==> src/rtl/ad9866_spi_responder_if.sv <==
// AD9866 4-wire SPI configuration bus: initiator drives clock, enable and data,
// the target answers on sdo.
interface ad9866_spi_responder_if;
   logic sclk;
   logic sen_n;
   logic sdio;
   logic sdo;

   modport master (output sclk, output sen_n, output sdio, input sdo);
   modport slave  (input sclk, input sen_n, input sdio, output sdo);
endinterface

==> src/rtl/ad9866_spi_responder.sv <==
// AD9866 SPI target model: oversamples the SPI pins, decodes 16-bit frames,
// holds the configuration register file and answers read frames on sdo.
//
//   state | meaning
//   IDLE  | sen_n high, waiting for a frame to start
//   INSTR | shifting the 8 instruction bits (rw, addr)
//   DATA  | shifting the 8 data bits; driving read data on sdo for reads
//   DONE  | 16 bits received, ignoring edges until sen_n rises
module ad9866_spi_responder #(
   parameter int         NUM_REGS     = 20,
   parameter int         SYNC_STAGES  = 2,
   parameter logic [4:0] RX_GAIN_ADDR = 5'h09,
   parameter logic [4:0] TX_GAIN_ADDR = 5'h0a
) (
   input  logic                           clk,
   input  logic                           reset,
   ad9866_spi_responder_if.slave          spi,
   output logic                           wr_stb,
   output logic [4:0]                     wr_addr,
   output logic [7:0]                     wr_data,
   output logic [5:0]                     rx_gain,
   output logic [5:0]                     tx_gain,
   output logic                           frame_err
);

   localparam logic [5:0] NUM_REGS_W = 6'(NUM_REGS);

   typedef enum logic [1:0] {IDLE, INSTR, DATA, DONE} state_t;

   state_t                 state;
   logic [SYNC_STAGES-1:0] sclk_sync;
   logic [SYNC_STAGES-1:0] sen_sync;
   logic [SYNC_STAGES-1:0] sdio_sync;
   logic                   sclk_prev;
   logic                   sen_prev;
   logic [4:0]             bit_cnt;
   logic [6:0]             shift;
   logic [6:0]             rd_sh;
   logic                   rw;
   logic [4:0]             addr;
   logic                   wr_pend;
   logic [7:0]             pend_data;
   logic [7:0]             regs [NUM_REGS];

   logic       sclk_s, sen_s, sdio_s;
   logic       sclk_rise, sclk_fall, sen_fall, sen_rise;
   logic [7:0] shift_nx;
   logic [7:0] instr_rdata;
   logic       addr_ok;

   // Synchronize the SPI pins into clk; sen_n idles high so its chain resets to 1.
   always_ff @(posedge clk or posedge reset) begin
      if (reset) begin
         sclk_sync <= '0;
         sen_sync  <= '1;
         sdio_sync <= '0;
         sclk_prev <= 1'b0;
         sen_prev  <= 1'b1;
      end else begin
         sclk_sync <= {sclk_sync[SYNC_STAGES-2:0], spi.sclk};
         sen_sync  <= {sen_sync[SYNC_STAGES-2:0], spi.sen_n};
         sdio_sync <= {sdio_sync[SYNC_STAGES-2:0], spi.sdio};
         sclk_prev <= sclk_sync[SYNC_STAGES-1];
         sen_prev  <= sen_sync[SYNC_STAGES-1];
      end
   end

   assign sclk_s    = sclk_sync[SYNC_STAGES-1];
   assign sen_s     = sen_sync[SYNC_STAGES-1];
   assign sdio_s    = sdio_sync[SYNC_STAGES-1];
   assign sclk_rise = sclk_s & ~sclk_prev & ~sen_s;
   assign sclk_fall = ~sclk_s & sclk_prev & ~sen_s;
   assign sen_fall  = sen_prev & ~sen_s;
   assign sen_rise  = ~sen_prev & sen_s;
   assign shift_nx  = {shift, sdio_s};
   assign addr_ok   = ({1'b0, addr} < NUM_REGS_W);

   // Read data for the address completing on the 8th rise; unimplemented addresses read 0.
   always_comb begin
      instr_rdata = 8'h00;
      for (int i = 0; i < NUM_REGS; i++) begin
         if (shift_nx[4:0] == 5'(i)) instr_rdata = regs[i];
      end
   end

   // Frame decoder: bit counting, instruction latch, sdo serialization, write request.
   always_ff @(posedge clk or posedge reset) begin
      if (reset) begin
         state     <= IDLE;
         bit_cnt   <= '0;
         shift     <= '0;
         rd_sh     <= '0;
         rw        <= 1'b0;
         addr      <= '0;
         spi.sdo   <= 1'b0;
         frame_err <= 1'b0;
         wr_pend   <= 1'b0;
         pend_data <= '0;
      end else begin
         frame_err <= 1'b0;
         wr_pend   <= 1'b0;
         case (state)
            IDLE: begin
               spi.sdo <= 1'b0;
               if (sen_fall) begin
                  state   <= INSTR;
                  bit_cnt <= '0;
                  shift   <= '0;
               end
            end
            INSTR: begin
               if (sen_rise) begin
                  state     <= IDLE;
                  spi.sdo   <= 1'b0;
                  frame_err <= (bit_cnt != 5'd0);
               end else if (sclk_rise) begin
                  shift   <= shift_nx[6:0];
                  bit_cnt <= bit_cnt + 5'd1;
                  spi.sdo <= 1'b0;
                  if (bit_cnt == 5'd7) begin
                     state <= DATA;
                     rw    <= shift_nx[7];
                     addr  <= shift_nx[4:0];
                     if (shift_nx[7]) begin
                        spi.sdo <= instr_rdata[7];
                        rd_sh   <= instr_rdata[6:0];
                     end
                  end
               end
            end
            DATA: begin
               if (sen_rise) begin
                  state     <= IDLE;
                  spi.sdo   <= 1'b0;
                  frame_err <= 1'b1;
               end else if (sclk_rise) begin
                  shift   <= shift_nx[6:0];
                  bit_cnt <= bit_cnt + 5'd1;
                  if (bit_cnt == 5'd15) begin
                     state     <= DONE;
                     wr_pend   <= ~rw & addr_ok;
                     pend_data <= shift_nx;
                  end
               end else if (sclk_fall && rw && bit_cnt >= 5'd9) begin
                  spi.sdo <= rd_sh[6];
                  rd_sh   <= {rd_sh[5:0], 1'b0};
               end
            end
            DONE: begin
               if (sen_rise) begin
                  state   <= IDLE;
                  spi.sdo <= 1'b0;
               end else if (sclk_fall) begin
                  spi.sdo <= 1'b0;
               end
            end
            default: state <= IDLE;
         endcase
      end
   end

   // Commit a pending write one clk after the 16th rise, together with the strobe.
   always_ff @(posedge clk or posedge reset) begin
      if (reset) begin
         for (int i = 0; i < NUM_REGS; i++) regs[i] <= 8'h00;
         wr_stb  <= 1'b0;
         wr_addr <= '0;
         wr_data <= '0;
      end else begin
         wr_stb <= wr_pend;
         if (wr_pend) begin
            wr_addr <= addr;
            wr_data <= pend_data;
         end
         for (int i = 0; i < NUM_REGS; i++) begin
            if (wr_pend && addr == 5'(i)) regs[i] <= pend_data;
         end
      end
   end

   assign rx_gain = regs[RX_GAIN_ADDR][5:0];
   assign tx_gain = regs[TX_GAIN_ADDR][5:0];

endmodule

==> src/flat_wrapper.sv <==
// flat-port wrapper written by rule: the top's interface ports become plain ports
module ad9866_spi_responder_flat 
#(
   parameter int         NUM_REGS     = 20,
   parameter int         SYNC_STAGES  = 2,
   parameter logic [4:0] RX_GAIN_ADDR = 5'h09,
   parameter logic [4:0] TX_GAIN_ADDR = 5'h0a
)
  (clk, reset, wr_stb, wr_addr, wr_data, rx_gain, tx_gain, frame_err, spi_sclk, spi_sen_n, spi_sdio, spi_sdo);
  ad9866_spi_responder_if spi_i ();
  input  logic clk;
  input  logic reset;
  output logic wr_stb;
  output logic [4:0] wr_addr;
  output logic [7:0] wr_data;
  output logic [5:0] rx_gain;
  output logic [5:0] tx_gain;
  output logic frame_err;
  input wire logic [$bits(spi_i.sclk)-1:0] spi_sclk;
  input wire logic [$bits(spi_i.sen_n)-1:0] spi_sen_n;
  input wire logic [$bits(spi_i.sdio)-1:0] spi_sdio;
  output wire logic [$bits(spi_i.sdo)-1:0] spi_sdo;
  assign spi_i.sclk = spi_sclk;
  assign spi_i.sen_n = spi_sen_n;
  assign spi_i.sdio = spi_sdio;
  assign spi_sdo = spi_i.sdo;
  ad9866_spi_responder #(.NUM_REGS(NUM_REGS), .SYNC_STAGES(SYNC_STAGES), .RX_GAIN_ADDR(RX_GAIN_ADDR), .TX_GAIN_ADDR(TX_GAIN_ADDR)) u_core (.clk(clk), .reset(reset), .spi(spi_i), .wr_stb(wr_stb), .wr_addr(wr_addr), .wr_data(wr_data), .rx_gain(rx_gain), .tx_gain(tx_gain), .frame_err(frame_err));
endmodule
==> config.mk <==
export PLATFORM = sky130hd
export DESIGN_NAME = ad9866_spi_responder_flat
export DESIGN_NICKNAME = d
export VERILOG_FILES = /design/src/rtl/ad9866_spi_responder_if.sv /design/src/rtl/ad9866_spi_responder.sv /design/src/flat_wrapper.sv
export SDC_FILE = /design/constraint.sdc
export NUM_CORES = 1
export LEC_CHECK = 0
export CAP_MARGIN = 10
export CORE_MARGIN = 3
export CORE_UTILIZATION = 60
export CTS_BUF_LIST = sky130_fd_sc_hd__clkbuf_4
export CTS_CLUSTER_SIZE = 14
export DETAILED_ROUTE_END_ITERATION = 16
export PLACE_DENSITY = 0.78
export RECOVER_POWER = 50
export SLEW_MARGIN = 10
export SYNTH_ARGS = -nofsm -noshare
export SYNTH_HDL_FRONTEND = slang
export SYNTH_SLANG_ARGS = --single-unit
==> constraint.sdc <==
create_clock -name clk -period 10.8 [get_ports clk]
set_input_delay 2.16 -clock clk [delete_from_list [all_inputs] [get_ports clk]]
set_output_delay 2.16 -clock clk [all_outputs]
set_load 0.01 [all_outputs]
Word-level counts from Yosys, hierarchy flattened
Cells that the tools add are included.
- equality and inequality tests: 61
- $lt $le $gt $ge: 2
- bitwise operators: 13
- muxes and demuxes: 62
- $add $sub $neg: 1
- reductions and logical operators: 35
- operator list (operator ; count):
    $mux 8 ; 20
    $eq 5x4->1 const B ; 17
    $mux 7 ; 10
    $eq 5x3->1 const B ; 9
    $eq 5x5->1 const B ; 8
    $pmux 7 s2 ; 2
    $logic_and 1x1->1 ; 22
    $eq 5x2->1 const B ; 4
    $ne 3x1->1 const B ; 6
    $mux 2 ; 8
    $reduce_and 4->1 ; 4
    $mux 1 ; 15
    $mux 5 ; 3
    $ne 2x1->1 const B ; 7
    $eq 5x1->1 const B ; 2
    $logic_not 5->1 ; 2
    $pmux 5 s2 ; 1
    $ne 2x2->1 const B ; 4
    $pmux 2 s4 ; 1
    $reduce_and 8->1 ; 1
    $and 1x1->1 ; 7
    $not 1->1 ; 6
    $reduce_and 6->1 ; 1
    $add 5x1->5 const B ; 1
    11 further kinds ; 13
- bits of input ports: 5
- register bits after elaboration: 220
- word-level logic and storage cells: 212
- output and inout bits: 28

Longest topological paths before layout
- word-level depth: 26
- gate-level depth with buffers: 9
- mapped depth without buffers: 9

Worst setup path before layout
Ideal clock, no wire load.
- path type: flip-flop to output port
- from: reg u_core.regs (netlist bit u_core.rx_gain[4])
- to: out rx_gain[4]
- path slack: 8.142 ns
- arrival time: 0.498 ns
- stages on the path, launching flop included: 2
- data required time: 8.640 ns
- buffers on the path: 1
- path through: dfrtp_1 -> buf_4
- RTL lines (what ; line ; text):
    start: declaration ; ad9866_spi_responder.sv:43 ; logic [7:0] regs [NUM_REGS];
    start signal: indexed assignment ; ad9866_spi_responder.sv:176 ; if (wr_pend && addr == 5'(i)) regs[i] <= pend_data;
    end: declaration ; flat_wrapper.sv:16 ; output logic [5:0] rx_gain;
No word-level cell between the ends.

==> results.py <==
metrics = {
    "worst_setup_path": {
        "r2r_setup_slack_ps": 5030,
        "r2r_end": "u_core.spi.sdo",
        "list_of_cells_traversed_by_the_critical_path": "dlygate4sd3_1 > clkinvlp_2",
        "crit_end": "u_core.shift[0]",
        "worst_ep_required_time_ps": 10420,
        "crit_arrival_ps": 5460,
        "worst_path_max_delay_cell": "sky130_fd_sc_hd__clkinvlp_2",
        "regToRegStartpoint": "u_core.sdio_sync[1]",
        "cp.depth": 2,
        "timing_worst_setup_path_type": "in2async",
        "timing.critical_path.fanout_max": 110,
        "timing.critical_path.from": "reset",
        "timing.reg2reg.worst_path_depth": 6,
        "start_kind": "input pin",
        "critical_path.top_delay_family": "buffers and inverters",
        "critical-path-max-stage-delay_ps": 2730,
        "critical_path_end_type": "async pin",
        "cp_bufs_invs": 2,
    },
    "synthesis": {
        "synthFlopType": "sky130_fd_sc_hd__dfrtp_1",
        "synthDominantCellAreaShare": 0.510,
        "yosysSeqAreaShare": 0.517,
        "synth_area_per_cell_um2": 11.8,
        "synth-warning-count": 0,
        "postSynthCellCount": 906,
        "postSynthRegisterBits": 220,
        "synth_edf_count": 0,
        "netlist_top_cells_area": "sky130_fd_sc_hd__dfrtp_1, sky130_fd_sc_hd__mux2_2, sky130_fd_sc_hd__nand2_1",
        "syn_nets": 920,
        "yosys.cell_types.count": 74,
        "synth_top_cell_by_area": "sky130_fd_sc_hd__dfrtp_1",
        "synthArstFlopShare": 1.00,
        "synth_area_mm2": 0.0107,
    },
    "pwr": {
        "vdd_ir_drop_max_mv": 0.112,
        "p_leak_nw": 5.43,
        "cellPowerDensity_mw_per_mm2": 172,
        "power_mw": 1.99,
    },
    "timing": {
        "worst_pin_slew_ps": 4910,
        "worst_clock_skew_ps": 54.7,
        "finalHoldViolCount": 0,
        "report.final.slew_viol_count": 258,
        "timing.slew.headroom": -2.29,
        "setup_viol": 0,
        "final.setup.tns_ps": 0,
        "holdWs_ps": 353,
        "unrepaired_setup_endpoints_after_global_routing": "false",
        "min_period_ps": 5850,
        "post-route-period-util": 0.542,
        "f_max_mhz": 171,
    },
    "floorplan": {
        "floorplan.core_area_mm2": 0.0174,
        "rows": 48,
        "chipHeight_um": 139,
        "initial_core_util": 0.614,
        "floorplan.io_pins": 33,
        "chipWidth_um": 139,
        "die-area_mm2": 0.0194,
    },
    "global_routing": {
        "gr-usage-met2": 0.430,
        "use_met1": 0.395,
        "grt_overflow": 0,
        "maximum_number_of_pins_on_one_net_before_global_route_repair": 111,
        "globalRoute.busiestLayer": "met2",
        "vias_in_the_first_global_route": 7764,
        "track_usage": 0.284,
        "groute.layer.met3.usage": 0.0708,
        "grt_pass1_wl_um": 43400,
        "antenna_found_initial": 2,
    },
    "placed_design": {
        "hpwl_um": 17000,
        "place_area_mm2": 0.0109,
        "globalplace.congestion": 0.904,
        "placement.io_buffers": 32,
    },
    "cts": {
        "clk_latency_ps": 710,
        "ctsHoldBuffers": 0,
        "tritoncts_num_sinks": 220,
        "cts_htree_levels": 2,
        "postCtsSetupRepairBufs": 0,
        "path_clk_slew_ps": 70,
        "clk_root_buffer_cell": "sky130_fd_sc_hd__clkbuf_4",
        "cts_repair_resize_count": 0,
        "numCtsBuffers": 55,
        "max-clock-path-buffers": 3,
        "tritoncts": "yes",
    },
    "outcome": {
        "violations": "capacitance limit, slew limit",
        "status": "finished, violations left",
    },
    "cells_and_area": {
        "post_route_cells_drive_above_1_share": 0.294,
        "finish.net_count": 937,
        "layout_cell_area_excl_fill_mm2": 0.0116,
        "layout-area-overhead-vs-synth_pct": 8.74,
        "final_cell_mix": "sky130_fd_sc_hd__dfrtp_1, sky130_fd_sc_hd__mux2_2, sky130_fd_sc_hd__clkbuf_4, sky130_fd_sc_hd__nand2_1, sky130_fd_sc_hd__o21ai_0",
        "layout.filler_cells": 1345,
        "layout.cells.most_common": "sky130_fd_sc_hd__dfrtp_1",
        "layout.core_utilization": 0.668,
    },
    "detailed_routing": {
        "drt_first_pass_iters": 5,
        "detailedRoute.firstIterationViolations": 855,
        "routed_wirelength_um": 27200,
        "wl_per_cell_um": 22.9,
        "detail_route.vias_per_cell": 6.42,
        "via_count": 7623,
        "detail_route.drc_violations": 0,
        "final_antenna_net_count": 0,
    },
    "flow_run": {
        "drv.max_cap_violation_count": 4,
    },
    "hold_path": {
        "start_point_of_the_worst_min_delay_path": "u_core.sclk_sync[0]",
        "hold_class": "reg2reg",
    },
}
==> synthesized netlist by cell type, drive strengths merged, types with 6 or more instances <==
cell type  count
a21oi         37
a221oi         6
a22oi          7
a31oi          8
buf           38
clkbuf        40
dfrtp        217
ha             9
inv           20
mux2         185
mux2i         21
nand2         62
nand2b        14
nand3         17
nand3b         7
nor2          40
nor2b         16
nor3          12
o211ai        10
o21ai         46
==> worst min path at each step <==
stage	endpoint	slack, ps	cells after the start
final	u_core.sclk_sync[1]	350	0
after global routing	u_core.sen_sync[1]	370	0
after CTS	u_core.sen_sync[1]	360	0
after detailed placement	u_core.sclk_sync[1]	340	0
after global placement	u_core.sclk_sync[1]	330	0
after floorplan	u_core.sclk_sync[1]	330	0
==> report_power, final <==
group | internal (mW) | total [mW] | switching (mW)
combinational | 0.130 | 0.391 | 0.261
clock | 0.388 | 0.721 | 0.333
sequential | 0.842 | 0.879 | 0.0373
==> cells by family after synthesis <==
logic type	after synthesis	share of synthesized area
DFF	220	0.517
muxes	210	0.224
and+or+nand+nor	200	0.0983
AOI/OAI and AO/OA	168	0.104
buffers and inverters	98	0.0454
adders and majority gates	9	0.0106
xor gates and xnor gates	1	0.000822
==> stage by stage <==
stage,setup slack (ps),cells
after floorplan,2620,906
after global routing,4030,1187
final,4950,1187
after global placement,6700,1091
after detailed placement,6710,1091
after CTS,6990,1186
==> sequential cells by signal, summed over array words and instances (netlist names), 6 cells and up <==
signal and flops:
u_core.shift 7, u_core.wr_data 8, u_core.rx_gain 6, u_core.tx_gain 6
u_core.pend_data 8, u_core.rd_sh 7, u_core.regs 148
==> area by class of cell <==
class                      instances  area [um2]  area share
tap                              225         282      0.0243
antenna                            1        2.50    0.000216
inverter                          20        76.3     0.00659
sequential                       220        5510       0.476
clock buffer                      81         608      0.0525
clock inverter                    14         109     0.00940
timing repair buffer              38         358      0.0309
multi-input combinational        588        4640       0.400
==> metal layers <==
layer | vias up | wire [um]
met5 | - | 19
met2 | 370 | 12300
met3 | 86 | 2390
met1 | 3823 | 11400
li1 | 3342 | -
met4 | 2 | 1030
Power figures use the tool's default switching activity.
